$ cat src/rtl/instr_mem_fetch.sv
// Loadable byte-addressed, little-endian instruction memory with a registered
// fetch port (IF stage). Loader writes words through an auto-incrementing pointer.
module instr_mem_fetch #(
  parameter int unsigned DEPTH_BYTES = 128,
  parameter int unsigned ADDR_W      = 32,
  parameter logic [31:0] NOP_WORD    = 32'h0000_0013
) (
  input  logic              clk,
  input  logic              reset_n,
  input  logic              ld_en,
  input  logic              ld_start,
  input  logic [ADDR_W-1:0] ld_addr,
  input  logic              ld_we,
  input  logic [31:0]       ld_wdata,
  output logic [ADDR_W-1:0] ld_ptr,
  input  logic              fetch_req,
  input  logic [ADDR_W-1:0] fetch_addr,
  input  logic              stall,
  input  logic              flush,
  output logic [31:0]       instr_out,
  output logic              instr_valid,
  output logic              fault
);

  localparam int unsigned        IDX_W     = $clog2(DEPTH_BYTES);
  localparam logic [ADDR_W-1:0]  LAST_ADDR = ADDR_W'(DEPTH_BYTES - 4);
  localparam logic [ADDR_W-1:0]  DEPTH_A   = ADDR_W'(DEPTH_BYTES);

  logic [7:0]        mem [DEPTH_BYTES];

  logic [ADDR_W-1:0] ptr_q, ptr_d;
  logic              wr_en;
  logic [IDX_W-1:0]  wr_idx;
  logic [IDX_W-1:0]  rd_idx;
  logic [31:0]       rd_word;
  logic              fetch_fault;

  logic [31:0]       instr_q, instr_d;
  logic              valid_q, valid_d;
  logic              fault_q, fault_d;

  // Loader pointer: ld_start has priority and suppresses the write.
  always_comb begin
    ptr_d = ptr_q;
    wr_en = 1'b0;
    if (ld_en) begin
      if (ld_start) begin
        ptr_d = (ld_addr & ~ADDR_W'(3)) % DEPTH_A;
      end else if (ld_we) begin
        wr_en = 1'b1;
        ptr_d = (ptr_q == LAST_ADDR) ? '0 : ptr_q + ADDR_W'(4);
      end
    end
  end

  always_ff @(posedge clk or negedge reset_n) begin
    if (!reset_n) begin
      ptr_q <= '0;
    end else begin
      ptr_q <= ptr_d;
    end
  end

  assign wr_idx = ptr_q[IDX_W-1:0];

  // Storage is never reset; reset_n still gates the write so a word presented
  // while reset is held is not committed.
  always_ff @(posedge clk) begin
    if (wr_en && reset_n) begin
      for (int unsigned i = 0; i < 4; i++) begin
        mem[wr_idx + IDX_W'(i)] <= ld_wdata[8*i +: 8];
      end
    end
  end

  assign rd_idx      = fetch_addr[IDX_W-1:0];
  assign rd_word     = {mem[rd_idx + IDX_W'(3)], mem[rd_idx + IDX_W'(2)],
                        mem[rd_idx + IDX_W'(1)], mem[rd_idx]};
  assign fetch_fault = (fetch_addr[1:0] != 2'b00) || (fetch_addr > LAST_ADDR);

  always_comb begin
    instr_d = instr_q;
    valid_d = valid_q;
    fault_d = fault_q;
    if (flush || ld_en) begin
      instr_d = NOP_WORD;
      valid_d = 1'b0;
      fault_d = 1'b0;
    end else if (stall) begin
      instr_d = instr_q;
    end else if (fetch_req) begin
      valid_d = 1'b1;
      fault_d = fetch_fault;
      instr_d = fetch_fault ? NOP_WORD : rd_word;
    end else begin
      instr_d = NOP_WORD;
      valid_d = 1'b0;
      fault_d = 1'b0;
    end
  end

  always_ff @(posedge clk or negedge reset_n) begin
    if (!reset_n) begin
      instr_q <= NOP_WORD;
      valid_q <= 1'b0;
      fault_q <= 1'b0;
    end else begin
      instr_q <= instr_d;
      valid_q <= valid_d;
      fault_q <= fault_d;
    end
  end

  assign ld_ptr      = ptr_q;
  assign instr_out   = instr_q;
  assign instr_valid = valid_q;
  assign fault       = fault_q;

endmodule

$ cat config.mk
export PLATFORM = sky130hd
export DESIGN_NAME = instr_mem_fetch
export DESIGN_NICKNAME = d
export VERILOG_FILES = /design/src/rtl/instr_mem_fetch.sv
export SDC_FILE = /design/constraint.sdc
export NUM_CORES = 2
export LEC_CHECK = 0
export ABC_AREA = 1
export CAP_MARGIN = 25
export CORE_ASPECT_RATIO = 1.5
export CORE_MARGIN = 2
export CORE_UTILIZATION = 35
export CTS_CLUSTER_SIZE = 10
export DETAILED_ROUTE_END_ITERATION = 8
export PLACE_DENSITY = 0.54
export RECOVER_POWER = 25
export SKIP_CTS_REPAIR_TIMING = 1
export SYNTH_ARGS = -nofsm -noshare
export SYNTH_HDL_FRONTEND = slang
export SYNTH_SLANG_ARGS = --single-unit
$ cat constraint.sdc
create_clock -name clk -period 2.54 [get_ports clk]
set_clock_uncertainty 0.05 [all_clocks]
set_input_delay 0.508 -clock clk [delete_from_list [all_inputs] [get_ports clk]]
set_output_delay 0.508 -clock clk [all_outputs]
set_load 0.1 [all_outputs]
==> flow_metrics.env <==
export IMPL_run_status="finished with violations"
export IMPL_violations="capacitance limit, slew limit, setup timing"
export IMPL_syn_avg_cell_area_um2=6.95
export IMPL_synth_enable_flop_cells=1024
export IMPL_grt_pass1_vias=77434
export IMPL_synth_seq_cells=1088
export IMPL_holdWs_ps=209
export IMPL_ys_types=45
export IMPL_yosys_area_share_adder_pct=0.100
export IMPL_placed_area_um2=86300
export IMPL_ant_nets=0
export IMPL_drive_gt1_share_pct=13.3
export IMPL_synth_top_area_share_pct=41.1
export IMPL_synthCells=10771
export IMPL_yosys_area_share_simple_pct=42.4
export IMPL_total_power_mw=51.8
export IMPL_port_buffers=140
export IMPL_yosys_area_top_type="edfxtp_1"
export IMPL_arrival_ps=3260
export IMPL_wl_met2_mm=190
export IMPL_ys_seq_area_share_pct=43.2
export IMPL_yosys_most_used_dff="edfxtp_1"
export IMPL_grt_max_degree=110
export IMPL_grtUsageTotal_pct=36.3
export IMPL_fp_dieW_um=382
export IMPL_hold_viol=0
export IMPL_grt_pass1_wl_mm=564
export IMPL_fin_crit_sh_pct=105
export IMPL_finish_utilization_pct=42.5
export IMPL_viasPerCell=6.00
export IMPL_clockBufferDepth=4
export IMPL_grt_overflow=0
export IMPL_drv_slew=46
export IMPL_antenna_found_initial=37
export IMPL_worst_ep_required_time_ps=3130
export IMPL_rows=207
export IMPL_synth_area_top_cells="edfxtp_1 (41%), nand2_1 (22%), nand3_1 (19%), o21ai_0 (5.4%), clkbuf_1 (3.0%)"
export IMPL_drc=0
export IMPL_rsz0062_at_grt="false"
export IMPL_yosys_warnings=0
export IMPL_dpl_worst_slack_ps=-1000
export IMPL_num_fill_cells=21629
export IMPL_io_pins=170
export IMPL_criticalPathCategory="in2reg"
export IMPL_drt_iter0_drc=12173
export IMPL_leakagePower_nw=38.3
export IMPL_syn_to_final_growth_pct=20.5
export IMPL_synth_async_reset_ratio_pct=5.88
export IMPL_top_layer_used="met5"
export IMPL_hold_path_class="in2reg"
export IMPL_clkSlewWorstSetupHoldPaths_ps=50
export IMPL_drt_total_wl_mm=408
export IMPL_synth_compound_gate_area_share_pct=6.30
export IMPL_cts_sinks=1088
export IMPL_finalCriticalPeriod_ps=2670
export IMPL_p_per_area_nw_per_um2=574
export IMPL_cts_htree_levels=4
export IMPL_place_gp_congestion=1.03
export IMPL_endpoint_kind="flip-flop"
export IMPL_setup_ws_ps=-130
export IMPL_cp_start_kind="input pin"
export IMPL_dieArea_um2=218000
export IMPL_die_h_um=570
export IMPL_worst_pin_slew_ps=2360
export IMPL_clk_latency_ps=850
export IMPL_wl_per_cell_um=29.2
export IMPL_design_area_um2=90200
export IMPL_slew_headroom_pct=-57.2
export IMPL_initial_utilization_pct=35.2
export IMPL_max_freq_mhz=375
export IMPL_maxCapViolations=3
export IMPL_dp_hpwl_mm=294
export IMPL_vdd_drop_max_mv=0.406
export IMPL_finalSetupViolations=48
export IMPL_vias=83727
export IMPL_drtPass1Iterations=8
export IMPL_numCtsBuffers=141
export IMPL_syn_area_um2=74900
export IMPL_tns_ps=-2760
export IMPL_dpl_cell_count=13695
export IMPL_synth_xor_xnor_area_share_pct=0.259
export IMPL_drt_met1_wl_mm=137
export IMPL_nets=11130
export IMPL_cp_max_fo=26
export IMPL_synth_area_mux_share_pct=0
export IMPL_root_buffer="clkbuf_16"
export IMPL_fin_cells=13946
export IMPL_cts_tree="done"
export IMPL_synth_top_family_by_area="simple AND/OR/NAND/NOR gates"
export IMPL_coreArea_um2=212000
export IMPL_wl_met3_mm=38.8
[worst max-delay path, stage by stage]
cell and delay, ps:
clkbuf_1 1300, clkbuf_2 1020, nand2_1 190, o21ai_0 160
[flip-flops by register name, indices dropped and copies added (netlist names)]
signal       cells
mem           1024
ld_ptr          30
instr_valid      1
fault            1
instr_out       32
[synth_stat cells, types with 4 or more instances]
cell and number:
xor2_1 4, o22ai_1 5, clkbuf_1 607, nor2_2 9, buf_6 15, edfxtp_1 1024
xor2_2 7, nor2_1 176, buf_2 377, nand4_1 43, a21oi_1 61, buf_4 58
nor3_1 22, o21ai_1 11, nand3_1 2786, o211ai_1 22, a22oi_1 4, nand2_1 4330
or2_2 9, clkinv_1 4, dfrtp_1 61, nor2_4 17, inv_1 123, clkbuf_2 14
o21ai_0 811, buf_1 96, ha_1 6, nor4_1 13, inv_2 28
[path summary, 6_finish.rpt]
kind	startpoint	end	slack (ps)	depth (start not counted)
min in group asynchronous	reset_n	ld_ptr[18]	450	3
setup / recovery	ld_wdata[4]	mem[49][4]	-130	4
hold / removal	ld_wdata[6]	mem[120][6]	210	2
max in group asynchronous	reset_n	ld_ptr[2]	280	4
hold reg to reg	instr_valid	instr_valid	470	2
setup reg to reg	ld_ptr[6]	mem[66][4]	40	7
[per-layer routing]
| layer | track usage, % | vias to the layer above |
|---|---|---|
| met4 | 32.4 | 4 |
| met3 | 6.56 | 1652 |
| met5 | 0 | - |
| met2 | 59.6 | 5796 |
| met1 | 40.4 | 39503 |
| li1 | - | 36772 |
[power breakdown]
group	leakage, nW	switching [mW]	internal [mW]
clock network	1.95	8.19	10.8
registers	10.1	0.0489	19.7
logic	26.3	9.05	4.03
total	38.3	17.3	34.5
[cell type report]
type	count	area [um2]	share of cell area [%]
Antenna cell	39	97.6	0.108
Clock buffer	192	3840	4.26
Clock inverter	17	181	0.201
Inverter	156	643	0.713
Multi-Input combinational cell	8361	37000	41.0
Sequential cell	1088	32400	35.9
Tap cell	2821	3530	3.91
Timing Repair Buffer	1272	12600	14.0
[cell usage in the layout (no fill, tap or decap), types with 5 or more instances in the layout]
cell type and n:
a21oi_1 61, buf_12 246, buf_4 894, clkbuf_1 84, clkbuf_16 144, clkbuf_2 17, clkbuf_8 6, clkdlybuf4s50_1 61
clkinv_1 10, dfrtp_1 56, diode_2 39, edfxtp_1 1024, inv_1 96, inv_2 50, nand2_1 4329, nand3_1 2781
nand4_1 43, nor2_1 164, nor2_2 20, nor2_4 18, nor3_1 17, nor3_2 7, nor4_1 13, o211ai_1 22
o21ai_0 811, o21ai_1 11, o22ai_1 5, or2_2 9, xor2_4 7
[logic make-up (layout without fill, tap and decap cells)]
kind of cell / Yosys count / in the layout
simple gates: 7417 / 7417
fa+ha+maj: 6 / 6
xor+xnor: 14 / 14
other cells: 1 / 41
buf+inv: 1323 / 1637
flops: 1088 / 1088
compound gates: 922 / 922
Note: power is estimated with default switching activity, not from simulation.
